<file path="config.mk">
export PLATFORM = sky130hd
export DESIGN_NAME = input_fifo_port
export DESIGN_NICKNAME = d
export VERILOG_FILES = /design/src/rtl/input_port_pkg.sv /design/src/rtl/strobe_sync_edge.sv /design/src/rtl/input_fifo_port.sv
export SDC_FILE = /design/constraint.sdc
export NUM_CORES = 1
export LEC_CHECK = 0
export CORE_ASPECT_RATIO = 0.75
export CORE_MARGIN = 3
export CORE_UTILIZATION = 54
export CTS_CLUSTER_DIAMETER = 100
export DETAILED_ROUTE_END_ITERATION = 16
export PLACE_DENSITY = 0.78
export SYNTH_ARGS = -nofsm -noshare
export SYNTH_HDL_FRONTEND = slang
export SYNTH_SLANG_ARGS = --single-unit
</file>
<file path="constraint.sdc">
create_clock -name clock -period 2.3 [get_ports clock]
set_clock_uncertainty 0.2 [all_clocks]
set_input_delay 0.23 -clock clock [delete_from_list [all_inputs] [get_ports clock]]
set_output_delay 0.23 -clock clock [all_outputs]
set_load 0.01 [all_outputs]
</file>
<file path="src/rtl/input_port_pkg.sv">
// Shared defaults and width helpers for the CPU input port.
// Optional sticky overflow flag is enabled by defining INPUT_PORT_OVF_EN.
package input_port_pkg;

    localparam int IP_DATA_WIDTH = 16;
    localparam int IP_DEPTH      = 4;

    function automatic int ptr_w(input int depth);
        return $clog2(depth);
    endfunction

    // Occupancy must represent 0..depth inclusive, hence one extra bit.
    function automatic int cnt_w(input int depth);
        return $clog2(depth) + 1;
    endfunction

endpackage

</file>
<file path="src/rtl/strobe_sync_edge.sv">
// Two-flop synchroniser for an asynchronous input followed by a rising-edge detector.
module strobe_sync_edge (
    input  logic clock,
    input  logic reset_n,
    input  logic async_in,
    output logic rise
);

    logic r_s1;
    logic r_s2;
    logic r_prev;

    always_ff @(posedge clock or negedge reset_n) begin
        if (!reset_n) begin
            r_s1   <= 1'b0;
            r_s2   <= 1'b0;
            r_prev <= 1'b0;
        end else begin
            r_s1   <= async_in;
            r_s2   <= r_s1;
            r_prev <= r_s2;
        end
    end

    assign rise = r_s2 & ~r_prev;

endmodule

</file>
<file path="src/rtl/input_fifo_port.sv">
// CPU-side input port: captures words on an async strobe into a show-ahead FIFO.
// Define INPUT_PORT_OVF_EN to enable the sticky overflow flag; otherwise overflow is tied 0.
module input_fifo_port
    import input_port_pkg::*;
#(
    parameter int DATA_WIDTH = IP_DATA_WIDTH,
    parameter int DEPTH      = IP_DEPTH
) (
    input  logic                      clock,
    input  logic                      reset_n,
    input  logic [DATA_WIDTH-1:0]     ext_data,
    input  logic                      ext_strobe,
    output logic                      ext_ready,
    output logic [DATA_WIDTH-1:0]     data_out,
    output logic                      input_valid,
    input  logic                      inputRead,
    output logic [cnt_w(DEPTH)-1:0]   count,
    output logic                      overflow,
    input  logic                      overflow_clear
);

    localparam int PTR_W = ptr_w(DEPTH);
    localparam int CNT_W = cnt_w(DEPTH);

    logic [DATA_WIDTH-1:0] r_mem [DEPTH];
    logic [PTR_W-1:0]      r_rd_ptr;
    logic [PTR_W-1:0]      r_wr_ptr;
    logic [CNT_W-1:0]      r_count;
    logic                  r_ready;

    logic                  w_rise;
    logic                  w_empty;
    logic                  w_full;
    logic                  w_pop;
    logic                  w_push;
    logic                  w_drop;
    logic [CNT_W-1:0]      w_cnt_nxt;

    strobe_sync_edge u_strobe_sync (
        .clock    (clock),
        .reset_n  (reset_n),
        .async_in (ext_strobe),
        .rise     (w_rise)
    );

    assign w_empty = (r_count == '0);
    assign w_full  = (r_count == CNT_W'(DEPTH));
    assign w_pop   = inputRead && !w_empty;
    // A pop on the same edge frees the slot, so a full FIFO still accepts the push.
    assign w_push  = w_rise && (!w_full || w_pop);
    assign w_drop  = w_rise && w_full && !w_pop;

    always_comb begin
        w_cnt_nxt = r_count;
        if (w_push && !w_pop)
            w_cnt_nxt = r_count + CNT_W'(1);
        else if (!w_push && w_pop)
            w_cnt_nxt = r_count - CNT_W'(1);
    end

    always_ff @(posedge clock) begin
        if (w_push)
            r_mem[r_wr_ptr] <= ext_data;
    end

    always_ff @(posedge clock or negedge reset_n) begin
        if (!reset_n) begin
            r_rd_ptr <= '0;
            r_wr_ptr <= '0;
            r_count  <= '0;
            r_ready  <= 1'b1;
        end else begin
            if (w_pop)
                r_rd_ptr <= r_rd_ptr + PTR_W'(1);
            if (w_push)
                r_wr_ptr <= r_wr_ptr + PTR_W'(1);
            r_count <= w_cnt_nxt;
            r_ready <= (w_cnt_nxt != CNT_W'(DEPTH));
        end
    end

    assign ext_ready   = r_ready;
    assign count       = r_count;
    assign input_valid = !w_empty;
    assign data_out    = w_empty ? '0 : r_mem[r_rd_ptr];

`ifdef INPUT_PORT_OVF_EN
    logic r_ovf;

    // A drop on the clearing edge keeps the flag set.
    always_ff @(posedge clock or negedge reset_n) begin
        if (!reset_n)
            r_ovf <= 1'b0;
        else if (w_drop)
            r_ovf <= 1'b1;
        else if (overflow_clear)
            r_ovf <= 1'b0;
    end

    assign overflow = r_ovf;
`else
    logic w_unused_ovf;
    assign w_unused_ovf = overflow_clear | w_drop;
    assign overflow     = 1'b0;
`endif

endmodule
</file>
==> impl_metrics.prom, run 1 <==
# TYPE chip_impl_metric gauge
chip_impl_metric{name="hold_ws",unit="ns"} 0.01972
chip_impl_metric{name="wl",unit="um"} 5623
chip_impl_metric{name="final-hold-violation-count",unit=""} 0
chip_impl_info{name="critPathLaunchType",value="register"} 1
chip_impl_metric{name="cts_made_buffers",unit=""} 9
chip_impl_metric{name="grt_first_pass_wirelength",unit="um"} 9149
chip_impl_metric{name="synth_area",unit="um2"} 3085
chip_impl_metric{name="max-slew-margin-rel",unit="%"} 66.03
chip_impl_metric{name="clock-sinks",unit=""} 75
chip_impl_metric{name="synth_fp_nets",unit=""} 191
chip_impl_metric{name="h_tree_lvls",unit=""} 3
chip_impl_metric{name="clk_latency",unit="ns"} 0.34
chip_impl_metric{name="synth.ff_latch_count",unit=""} 75
chip_impl_metric{name="clock_tree.buffer_depth",unit=""} 2
chip_impl_info{name="run_status",value="finished, final reports clean"} 1
chip_impl_metric{name="final_nets",unit=""} 252
chip_impl_metric{name="crit_path_max_incr_delay",unit="ns"} 0.52
chip_impl_info{name="end_kind",value="primary output"} 1
chip_impl_metric{name="number_of_rows_created_at_floorplan",unit=""} 23
chip_impl_info{name="crit_slowest_cell",value="mux4_1"} 1
chip_impl_metric{name="synthDistinctLibCells",unit=""} 34
chip_impl_metric{name="fraction_of_the_core_area_covered_by_cells_at_the_end_of_the_flow",unit="%"} 70.74
chip_impl_metric{name="design.die.area",unit="um2"} 6666
chip_impl_metric{name="dieWidth",unit="um"} 93.29
chip_impl_metric{name="timing.critical_path.required",unit="ns"} 1.87
chip_impl_metric{name="synth_warnings",unit=""} 0
chip_impl_info{name="cts_root_buffer",value="clkbuf_8"} 1
chip_impl_metric{name="finalCriticalPeriod",unit="ns"} 2.242
chip_impl_metric{name="area_growth_from_synthesis_to_layout",unit="%"} 24.70
chip_impl_metric{name="area_of_the_core",unit="um2"} 5439
chip_impl_metric{name="grt_max_degree",unit=""} 17
chip_impl_metric{name="finalSetupViolations",unit=""} 0
chip_impl_metric{name="initial_standard_cell_utilization_of_the_core",unit="%"} 56.73
chip_impl_info{name="rsz0062_at_grt",value="false"} 1
chip_impl_metric{name="gp_congestion",unit=""} 0.8443
chip_impl_info{name="tritoncts",value="built"} 1
chip_impl_info{name="crit_path_frequent_cell",value="buf_4"} 1
chip_impl_info{name="worstSetupPathType",value="register to primary output"} 1
chip_impl_metric{name="fillCellCount",unit=""} 343
chip_impl_info{name="worst_path_dominant_cell_family",value="multiplexers"} 1
chip_impl_metric{name="critPathMaxFanout",unit=""} 5
chip_impl_metric{name="power_per_cell_area",unit="nW/um2"} 1173
chip_impl_metric{name="drv.max_cap_violation_count",unit=""} 0
chip_impl_metric{name="power.static_leakage",unit="nW"} 1.402
chip_impl_metric{name="grt_remaining_overflow",unit=""} 0
chip_impl_metric{name="number_of_antenna_repair_diodes",unit=""} 0
chip_impl_metric{name="port_buffers",unit=""} 40
chip_impl_metric{name="grt_pass1_vias",unit=""} 1762
chip_impl_metric{name="pre_cts_slack",unit="ns"} 0.08974
chip_impl_metric{name="crit_arrival",unit="ns"} 1.81
chip_impl_metric{name="syn-instance-count",unit=""} 163
chip_impl_info{name="hold_class",value="input pin to asynchronous set/reset pin"} 1
chip_impl_metric{name="post-route-worst-setup-slack",unit="ns"} 0.05827
chip_impl_metric{name="fmaxAchievable",unit="MHz"} 446.1
chip_impl_metric{name="post_drt_wl_per_cell",unit="um"} 18.50
chip_impl_metric{name="transition_time_at_the_pin_with_the_least_slew_margin",unit="ns"} 0.5080
chip_impl_metric{name="power.total",unit="mW"} 4.512
chip_impl_metric{name="gr-usage-all-layers",unit="%"} 19.06
chip_impl_metric{name="dr.first_iter.drc_count",unit=""} 183
chip_impl_metric{name="die-height",unit="um"} 71.46
chip_impl_metric{name="grt_antenna_before_repair",unit=""} 0
chip_impl_metric{name="synth_sequential_area_ratio",unit="%"} 71.25
chip_impl_metric{name="num_vias",unit=""} 1625
chip_impl_metric{name="io-pin-count",unit=""} 43
chip_impl_metric{name="final_layout_size_suffix_gt1_share",unit="%"} 26.20
chip_impl_metric{name="peak_vdd_ir",unit="V"} 0.0007452
chip_impl_metric{name="detail-route-antenna-nets",unit=""} 0
chip_impl_metric{name="slew_viol_final",unit=""} 0
chip_impl_metric{name="clk_transition_reported_paths",unit="ns"} 0.07
chip_impl_metric{name="detail_route.first_pass.iterations",unit=""} 4
chip_impl_metric{name="place_hpwl",unit="um"} 3663
chip_impl_metric{name="syn-mean-instance-area",unit="um2"} 18.93
chip_impl_metric{name="timing.setup.tns",unit="ns"} 0
chip_impl_metric{name="critical_path_buf_inv_count",unit=""} 3
chip_impl_metric{name="post_drt_via_cell_ratio",unit=""} 5.345
chip_impl_metric{name="fin_crit_sh",unit="%"} 97.47
chip_impl_metric{name="route.detailed.drc",unit=""} 0
chip_impl_info{name="cp_cell_sequence",value="buf_4, buf_4, mux4_1, and2_1, buf_2"} 1
## state kept, by name, summed over array words and instances, names as in the netlist
register and flops:
r_mem 64, count 3, r_rd_ptr 2, r_wr_ptr 2, ext_ready 1, u_strobe_sync.r_prev 1
u_strobe_sync.r_s1 1, u_strobe_sync.r_s2 1
## area by class of cell
type	count	area (um2)	area share [%]
clock buffers	13	148.9	3.870
inverters	5	18.77	0.4878
well taps	75	93.84	2.439
repair buffers	57	551.8	14.34
clock inverters	3	15.01	0.3902
flip-flops and latches	75	2200	57.17
multi-input cells	76	819.5	21.30
## Yosys cell counts
cell type	number	area share (%)
nor2_1	1	0.12
and2_1	20	4.1
nand3b_1	1	0.24
o22ai_1	1	0.20
o21ai_0	2	0.32
xnor2_1	4	1.1
nor2b_1	2	0.41
mux4_1	8	6.8
inv_1	5	0.61
nor3b_1	1	0.24
mux2i_1	1	0.32
and3_1	1	0.20
dfstp_2	1	0.85
nand2b_1	3	0.61
a21oi_1	1	0.16
edfxtp_1	64	62
buf_12	1	0.65
buf_2	2	0.32
nand2_1	4	0.49
o21a_1	1	0.24
mux4_2	8	5.8
dfrtp_1	10	8.1
o211ai_1	1	0.24
buf_6	1	0.36
nor4_1	1	0.20
ha_1	7	2.8
nand3_1	3	0.49
a31oi_1	1	0.20
buf_4	1	0.24
clkbuf_1	2	0.24
nor4bb_1	1	0.32
conb_1	1	0.12
a311o_1	1	0.32
o21ai_1	1	0.16
## cells by family after synthesis
logic type | Yosys count | share of synthesized area [%]
buffers and inverters | 12 | 2.433
AOI/OAI and AO/OA | 9 | 1.866
muxes | 17 | 12.98
and+or+nand+nor | 38 | 7.380
other | 1 | 0.1215
adders and majority gates | 7 | 2.838
DFF | 75 | 71.25
xor gates and xnor gates | 4 | 1.135
## report_power, final
part	switching, mW	total, mW	internal (mW)
combinational	0.832	1.89	1.06
sequential	0.0872	1.77	1.68
clock	0.433	0.849	0.417
## cell usage in the layout, fill, tap and decap left out, types with 3 or more instances in the layout
master / netlist / final
buf_12: 1 / 4
inv_1: 5 / 5
clkdlybuf4s50_1: 0 / 24
dfrtp_1: 10 / 9
edfxtp_1: 64 / 64
mux4_2: 8 / 12
buf_4: 1 / 11
xnor2_1: 4 / 4
nand3_1: 3 / 3
clkinv_2: 0 / 3
clkbuf_8: 0 / 10
ha_1: 7 / 6
and2_1: 20 / 19
nand2_1: 4 / 4
clkbuf_1: 2 / 3
mux4_1: 8 / 4
buf_2: 2 / 9
## repair_timing
| action | CTS | global route |
|---|---|---|
| buffers inserted | 5 | 0 |
| pin swaps | 1 | 0 |
| endpoints found under the setup margin | 17 | 5 |
| gates resized for setup | 57 | 6 |
| hold buffers | 0 | 0 |
| gates cloned | 1 | 0 |
## final timing paths
| kind | slack [ns] | start | to | depth (start not counted) |
|---|---|---|---|---|
| setup reg to reg | 0.33 | count[1] | r_mem[0][6] | 6 |
| max in group asynchronous | 1.51 | reset_n | r_rd_ptr[0] | 1 |
| setup / recovery | 0.06 | r_rd_ptr[0] | data_out[1] | 5 |
| hold / removal | 0.02 | reset_n | count[2] | 1 |
| min in group clock | 0.13 | ext_strobe | u_strobe_sync.r_s1 | 1 |
| hold reg to reg | 0.15 | u_strobe_sync.r_s1 | u_strobe_sync.r_s2 | 0 |
## worst register-to-register path, cell delays in order (launching register included)
cell and delay, ns:
dfrtp_1 0.37, inv_1 0.09, ha_4 0.19, nand2_1 0.11, o21a_1 0.24, and2_1 0.28, buf_12 0.19
## layer usage
layer | vias to the layer above | global-route usage [%] | wire length (um)
li1 | 749 | - | -
met1 | 805 | 23.04 | 2280
met2 | 61 | 32.96 | 2920
met3 | 10 | 6.086 | 344
met4 | 0 | 6.016 | 78
met5 | - | 0 | 0
## metrics by stage
stage | cell area (um2) | instances
2_1_floorplan | 3085 | 163
3_3_place_gp | 3664 | 283
3_5_place_dp | 3664 | 283
4_1_cts | 3857 | 305
5_1_grt | 3847 | 304
6_report | 3847 | 304
Note: power is estimated with default switching activity, not from simulation.
==> run 2, diff against run 1 <==
Settings changed: REMOVE_ABC_BUFFERS from default to 1.
==> run 2 against run 1 <==
Compared with the run above:
- hold slack better by 0.0052 ns
- power grew 5.6%
- register-to-register slack improved by 0.04 ns
- critical endpoint unchanged
- combinational power fell by 5%
- highest routed layer unchanged
- die area is the same
- wire length is 4.3% higher
- setup slack better by 0.026 ns
- largest power group unchanged
- global-route usage rose by 0.98 points
- utilization is 0.16 points higher
- sequential power about the same
==> impl_metrics.prom, run 2 (synthesized netlist as in run 1, its figures left out) <==
# TYPE chip_impl_metric gauge
chip_impl_metric{name="post_drt_via_cell_ratio",unit=""} 5.533
chip_impl_metric{name="route.detailed.drc",unit=""} 0
chip_impl_metric{name="grt_pass1_vias",unit=""} 1850
chip_impl_metric{name="final_layout_size_suffix_gt1_share",unit="%"} 29.00
chip_impl_metric{name="final-hold-violation-count",unit=""} 0
chip_impl_metric{name="critPathMaxFanout",unit=""} 5
chip_impl_metric{name="p_seq_share",unit="%"} 37.1
chip_impl_metric{name="die-height",unit="um"} 71.46
chip_impl_metric{name="transition_time_at_the_pin_with_the_least_slew_margin",unit="ns"} 0.5295
chip_impl_metric{name="cts_made_buffers",unit=""} 9
chip_impl_metric{name="grt_max_degree",unit=""} 13
chip_impl_metric{name="clock_power_share",unit="%"} 25.2
chip_impl_metric{name="gp_congestion",unit=""} 0.8270
chip_impl_info{name="top_register",value="r_mem"} 1
chip_impl_metric{name="initial_standard_cell_utilization_of_the_core",unit="%"} 56.73
chip_impl_metric{name="num_vias",unit=""} 1693
chip_impl_metric{name="area_growth_from_synthesis_to_layout",unit="%"} 24.98
chip_impl_metric{name="place_hpwl",unit="um"} 3920
chip_impl_info{name="hold_class",value="input pin to asynchronous set/reset pin"} 1
chip_impl_metric{name="clk_transition_reported_paths",unit="ns"} 0.07
chip_impl_metric{name="drv.max_cap_violation_count",unit=""} 0
chip_impl_metric{name="peak_vdd_ir",unit="V"} 0.0006475
chip_impl_metric{name="clk_latency",unit="ns"} 0.35
chip_impl_metric{name="grt_remaining_overflow",unit=""} 0
chip_impl_metric{name="gr-usage-all-layers",unit="%"} 20.05
chip_impl_metric{name="slew_viol_final",unit=""} 0
chip_impl_metric{name="finalSetupViolations",unit=""} 0
chip_impl_metric{name="fin_crit_sh",unit="%"} 96.33
chip_impl_metric{name="clock-sinks",unit=""} 75
chip_impl_metric{name="power.static_leakage",unit="nW"} 1.409
chip_impl_metric{name="p_int",unit="mW"} 3.400
chip_impl_metric{name="detail-route-antenna-nets",unit=""} 0
chip_impl_metric{name="holdBufCountCts",unit=""} 0
chip_impl_metric{name="largest_register_ff_count",unit=""} 64
chip_impl_metric{name="hold_ws",unit="ns"} 0.02490
chip_impl_metric{name="h_tree_lvls",unit=""} 3
chip_impl_metric{name="power.share.switching",unit="%"} 28.62
chip_impl_metric{name="final_nets",unit=""} 254
chip_impl_metric{name="timing.setup.tns",unit="ns"} 0
chip_impl_info{name="critPathLaunchType",value="register"} 1
chip_impl_metric{name="crit_arrival",unit="ns"} 1.79
chip_impl_metric{name="pre_cts_slack",unit="ns"} 0.06231
chip_impl_metric{name="fmaxAchievable",unit="MHz"} 451.3
chip_impl_metric{name="finalCriticalPeriod",unit="ns"} 2.216
chip_impl_metric{name="post_drt_wl_per_cell",unit="um"} 19.16
chip_impl_metric{name="design.die.area",unit="um2"} 6666
chip_impl_metric{name="grt_antenna_before_repair",unit=""} 0
chip_impl_info{name="worstSetupPathType",value="register to primary output"} 1
chip_impl_info{name="end_kind",value="primary output"} 1
chip_impl_metric{name="post-route-worst-setup-slack",unit="ns"} 0.08434
chip_impl_info{name="rr_startpoint",value="count[0]"} 1
chip_impl_metric{name="io-pin-count",unit=""} 43
chip_impl_metric{name="clock_tree.buffer_depth",unit=""} 2
chip_impl_info{name="run_status",value="finished, final reports clean"} 1
chip_impl_metric{name="area_of_the_core",unit="um2"} 5439
chip_impl_info{name="rsz0062_at_grt",value="false"} 1
chip_impl_metric{name="number_of_antenna_repair_diodes",unit=""} 0
chip_impl_metric{name="detail_route.first_pass.iterations",unit=""} 4
chip_impl_metric{name="dieWidth",unit="um"} 93.29
chip_impl_metric{name="power_spent_charging_and_discharging_nets",unit="mW"} 1.363
chip_impl_metric{name="pwr-share-comb",unit="%"} 37.7
chip_impl_info{name="critical_path.startpoint",value="r_rd_ptr[0]"} 1
chip_impl_metric{name="grt_first_pass_wirelength",unit="um"} 9535
chip_impl_info{name="layout_commonest_cell",value="edfxtp_1"} 1
chip_impl_metric{name="port_buffers",unit=""} 40
chip_impl_metric{name="max-slew-margin-rel",unit="%"} 64.59
chip_impl_info{name="layout_common_cells",value="64 x edfxtp_1, 23 x clkdlybuf4s50_1, 17 x buf_4, 16 x and2_1, 12 x mux4_2"} 1
chip_impl_info{name="tritoncts",value="built"} 1
chip_impl_metric{name="number_of_rows_created_at_floorplan",unit=""} 23
chip_impl_info{name="cts_root_buffer",value="clkbuf_8"} 1
chip_impl_metric{name="wl",unit="um"} 5863
chip_impl_metric{name="timing.critical_path.required",unit="ns"} 1.87
chip_impl_metric{name="power_per_cell_area",unit="nW/um2"} 1235
chip_impl_metric{name="dr.first_iter.drc_count",unit=""} 118
-- run 2: cell types whose count changed in the layout (fill, tap and decap cells not counted), sizes merged --
| cell | before | now |
|---|---|---|
| dlygate4sd2 | 2 | 1 |
| clkdlybuf4s50 | 24 | 23 |
| clkbuf | 15 | 14 |
| clkinvlp | 0 | 1 |
| bufinv | 0 | 3 |
| clkinv | 3 | 0 |
| bufbuf | 1 | 0 |
| buf | 25 | 30 |
-- run 2: final timing paths --
check / to / slack (ns) / depth (start not counted)
setup / recovery: data_out[1] / 0.08 / 4
hold / removal: u_strobe_sync.r_s2 / 0.02 / 1
setup reg to reg: r_mem[1][14] / 0.37 / 6
hold reg to reg: u_strobe_sync.r_s2 / 0.15 / 0
max in group asynchronous: r_rd_ptr[0] / 1.49 / 1
min in group clock: u_strobe_sync.r_s1 / 0.12 / 1
-- run 2: timing repair --
action	CTS	global route
pin swaps	7	0
cloned	1	0
endpoints found under the hold margin	0	0
endpoints found under the setup margin	17	14
gates resized for setup	71	5
buffers inserted	5	1
-- run 2: power by group through the flow --
stage / Sequential [mW] / Clock [mW] / Combinational [mW]
3_5_place_dp: 1.79 / 0 / 1.83
6_report: 1.77 / 1.20 / 1.80
2_1_floorplan: 1.89 / 0 / 0.844
5_1_grt: 1.78 / 1.29 / 1.96
3_3_place_gp: 1.77 / 0 / 1.76
4_1_cts: 1.76 / 1.22 / 1.92
-- run 2: per-layer routing --
layer / share of wire [%] / global-route usage [%]
met1: 41 / 23.65
met2: 53 / 33.84
met3: 5.7 / 8.185
met4: 0.94 / 6.504
met5: 0 / 0
-- run 2: worst max-delay path, cell delays in order, from the launching register on --
cell	delay, ns
dfrtp_2	0.39
buf_4	0.18
mux4_2	0.49
and2_1	0.16
clkdlybuf4s15_2	0.22
-- run 2: area by class of cell --
| class | count | area [um2] |
|---|---|---|
| Timing Repair Buffer | 59 | 494.2 |
| Sequential cell | 75 | 2200 |
| Clock buffer | 12 | 145.1 |
| Inverter | 5 | 18.77 |
| Clock inverter | 4 | 97.59 |
| Tap cell | 75 | 93.84 |
| Multi-Input combinational cell | 76 | 807.0 |
| Fill cell | 336 | 1583 |
-- run 2: through the flow --
| stage | std cells | power (mW) | util, % | area, um2 |
|---|---|---|---|---|
| 2_1_floorplan | 156 | 2.730 | - | 3029 |
| 3_3_place_gp | 286 | 3.537 | 66.85 | 3636 |
| 3_5_place_dp | 286 | 3.622 | 66.85 | 3636 |
| 4_1_cts | 308 | 4.898 | 71.91 | 3911 |
| 5_1_grt | 306 | 5.033 | 70.90 | 3856 |
| 6_report | 306 | 4.763 | 70.90 | 3856 |
==> run 3, diff against run 2 <==
Settings changed: SETUP_SLACK_MARGIN from default to 0.5.
==> run 3 against run 2 <==
Compared with the run above:
- wire length grew 8.1%
- global-route usage rose by 0.87 points
- sequential power barely moved
- final area increased by 7.6%
- cell count rose by 2.6%
- sequential share of layout area shrank 4.0 points
- setup slack better by 0.016 ns
- non-clock buffer count is 8 higher
- clock-buffer cell count unchanged
- via count increased by 0.77%
- flip-flop and latch count did not move
- clock power about the same
- critical endpoint is now data_out[8]
==> impl_metrics.prom, run 3 (synthesized netlist as in run 1, its figures left out) <==
# TYPE chip_impl_metric gauge
chip_impl_info{name="cp_cell_sequence",value="buf_6, buf_12, mux4_2, and2_4, buf_6"} 1
chip_impl_metric{name="dieWidth",unit="um"} 93.29
chip_impl_info{name="crit_slowest_cell",value="mux4_2"} 1
chip_impl_metric{name="p_seq_share",unit="%"} 33.3
chip_impl_metric{name="cts_made_buffers",unit=""} 9
chip_impl_metric{name="finalSetupViolations",unit=""} 0
chip_impl_metric{name="dpl-instance-area",unit="um2"} 3636
chip_impl_metric{name="area_growth_from_synthesis_to_layout",unit="%"} 34.43
chip_impl_info{name="rr_startpoint",value="count[0]"} 1
chip_impl_metric{name="slew_viol_final",unit=""} 0
chip_impl_metric{name="critical_path_buf_inv_count",unit=""} 3
chip_impl_info{name="worstSetupPathType",value="register to primary output"} 1
chip_impl_metric{name="detail_route.first_pass.iterations",unit=""} 4
chip_impl_info{name="run_status",value="finished, final reports clean"} 1
chip_impl_metric{name="pwr-share-comb",unit="%"} 44.4
chip_impl_metric{name="detail-route-antenna-nets",unit=""} 0
chip_impl_metric{name="grt_antenna_before_repair",unit=""} 0
chip_impl_metric{name="power_per_cell_area",unit="nW/um2"} 1291
chip_impl_info{name="hold_class",value="input pin to asynchronous set/reset pin"} 1
chip_impl_info{name="cts_root_buffer",value="clkbuf_8"} 1
chip_impl_metric{name="fillCellCount",unit=""} 293
chip_impl_metric{name="dr.first_iter.drc_count",unit=""} 109
chip_impl_info{name="critical_path.reg2reg.endpoint",value="ext_ready"} 1
chip_impl_metric{name="max-slew-margin-rel",unit="%"} 64.73
chip_impl_metric{name="route.detailed.drc",unit=""} 0
chip_impl_metric{name="design.die.area",unit="um2"} 6666
chip_impl_info{name="top_register",value="r_mem"} 1
chip_impl_info{name="crit_path_frequent_cell",value="buf_6"} 1
chip_impl_metric{name="grt_max_degree",unit=""} 13
chip_impl_metric{name="port_buffers",unit=""} 40
chip_impl_metric{name="post_drt_wl_per_cell",unit="um"} 20.19
chip_impl_metric{name="wl",unit="um"} 6339
chip_impl_metric{name="critPathMaxFanout",unit=""} 8
chip_impl_metric{name="fmaxAchievable",unit="MHz"} 454.5
chip_impl_metric{name="area.sequential",unit="um2"} 2200
chip_impl_metric{name="clk_transition_reported_paths",unit="ns"} 0.07
chip_impl_info{name="layout_commonest_cell",value="edfxtp_1"} 1
chip_impl_metric{name="detail_route.wirelength.met1",unit="um"} 2550
chip_impl_metric{name="grt_remaining_overflow",unit=""} 0
chip_impl_metric{name="finalCriticalPeriod",unit="ns"} 2.200
chip_impl_metric{name="layoutNonFillerInstCount",unit=""} 314
chip_impl_metric{name="number_of_rows_created_at_floorplan",unit=""} 23
chip_impl_metric{name="power.static_leakage",unit="nW"} 1.536
chip_impl_info{name="critPathLaunchType",value="register"} 1
chip_impl_metric{name="grt_first_pass_wirelength",unit="um"} 10020
chip_impl_metric{name="clk_latency",unit="ns"} 0.34
chip_impl_metric{name="area_of_the_core",unit="um2"} 5439
chip_impl_metric{name="gp_congestion",unit=""} 0.8270
chip_impl_metric{name="transition_time_at_the_pin_with_the_least_slew_margin",unit="ns"} 0.5274
chip_impl_metric{name="post-route-worst-setup-slack",unit="ns"} 0.09990
chip_impl_metric{name="pre_cts_slack",unit="ns"} 0.06231
chip_impl_info{name="rsz0062_at_grt",value="true"} 1
chip_impl_metric{name="timing.critical_path.required",unit="ns"} 1.87
chip_impl_metric{name="hold_ws",unit="ns"} 0.03051
chip_impl_metric{name="drv.max_cap_violation_count",unit=""} 0
chip_impl_metric{name="post_drt_via_cell_ratio",unit=""} 5.433
chip_impl_metric{name="wl_met2",unit="um"} 3370
chip_impl_info{name="worst_path_dominant_cell_family",value="multiplexers"} 1
chip_impl_metric{name="final-hold-violation-count",unit=""} 0
chip_impl_metric{name="final_nets",unit=""} 262
chip_impl_metric{name="final_layout_size_suffix_gt1_share",unit="%"} 42.26
chip_impl_metric{name="initial_standard_cell_utilization_of_the_core",unit="%"} 56.73
chip_impl_metric{name="met3WireLength",unit="um"} 353
chip_impl_info{name="layout_common_cells",value="64 x edfxtp_1, 20 x clkdlybuf4s50_1, 20 x buf_6, 16 x mux4_2, 15 x and2_4"} 1
chip_impl_metric{name="largest_register_ff_count",unit=""} 64
chip_impl_metric{name="multi_input_comb_area",unit="um2"} 889.6
chip_impl_metric{name="power_spent_charging_and_discharging_nets",unit="mW"} 1.528
chip_impl_metric{name="r2r_setup_slack",unit="ns"} 0.30
chip_impl_metric{name="worst_r2r_path_depth",unit=""} 8
chip_impl_metric{name="p_int",unit="mW"} 3.829
chip_impl_info{name="end_kind",value="primary output"} 1
chip_impl_metric{name="io-pin-count",unit=""} 43
chip_impl_info{name="highest_metal_layer_used_by_the_detailed_router",value="met4"} 1
chip_impl_metric{name="num_vias",unit=""} 1706
chip_impl_info{name="tritoncts",value="built"} 1
chip_impl_metric{name="holdBufCountCts",unit=""} 0
chip_impl_metric{name="clock_tree.buffer_depth",unit=""} 2
chip_impl_metric{name="peak_vdd_ir",unit="V"} 0.0006301
chip_impl_metric{name="number_of_antenna_repair_diodes",unit=""} 0
chip_impl_metric{name="gr-usage-all-layers",unit="%"} 20.91
chip_impl_metric{name="die-height",unit="um"} 71.46
chip_impl_metric{name="fin_crit_sh",unit="%"} 95.66
chip_impl_metric{name="crit_arrival",unit="ns"} 1.77
chip_impl_metric{name="crit_path_max_incr_delay",unit="ns"} 0.50
chip_impl_metric{name="placed_cells",unit=""} 286
chip_impl_metric{name="grt_pass1_vias",unit=""} 1892
chip_impl_metric{name="clock_power_share",unit="%"} 22.4
chip_impl_metric{name="place_hpwl",unit="um"} 3920
chip_impl_metric{name="fraction_of_the_core_area_covered_by_cells_at_the_end_of_the_flow",unit="%"} 76.26
chip_impl_metric{name="postLayoutCellArea",unit="um2"} 4148
chip_impl_metric{name="power.total",unit="mW"} 5.356
chip_impl_metric{name="power.share.switching",unit="%"} 28.52
chip_impl_metric{name="timing.setup.tns",unit="ns"} 0
chip_impl_metric{name="h_tree_lvls",unit=""} 3
chip_impl_metric{name="clock-sinks",unit=""} 75
==> run 3: power by group through the flow <==
stage	registers [mW]	clock network (mW)	logic [mW]
floorplan	1.89	0	0.844
global placement	1.77	0	1.76
detailed placement	1.79	0	1.83
CTS	1.77	1.22	2.06
global route	1.80	1.29	2.55
finish	1.78	1.20	2.38
==> run 3: worst max-delay path by stage <==
stage | endpoint | start | depth (start not counted) | slack, ns
floorplan | r_mem[0][0] | count[0] | 5 | 0.17
global placement | data_out[6] | r_rd_ptr[0] | 4 | 0.1
detailed placement | data_out[5] | r_rd_ptr[0] | 4 | 0.06
CTS | data_out[6] | r_rd_ptr[0] | 5 | 0.09
global route | data_out[8] | r_rd_ptr[0] | 5 | 0.03
finish | data_out[8] | r_rd_ptr[0] | 5 | 0.1
==> run 3: repair_timing <==
action                     in CTS  in global routing
setup endpoints to repair      86                 86
pin swaps                      11                  9
resized for setup             105                 43
buffers inserted                5                  5
gates cloned                    2                  0
==> run 3: final cells by class <==
cell class | instances | share of cell area (%)
Tap cell | 75 | 2.262
Clock inverter | 4 | 2.353
Clock buffer | 12 | 3.499
Multi-Input combinational cell | 76 | 21.45
Inverter | 5 | 0.4525
Timing Repair Buffer | 67 | 16.95
Sequential cell | 75 | 53.03
==> run 3: layer usage <==
layer  track usage, %  vias up
li1                 -      764
met1            25.17      873
met2            34.15       61
met3            8.709        8
met4            7.805        0
met5                0        -
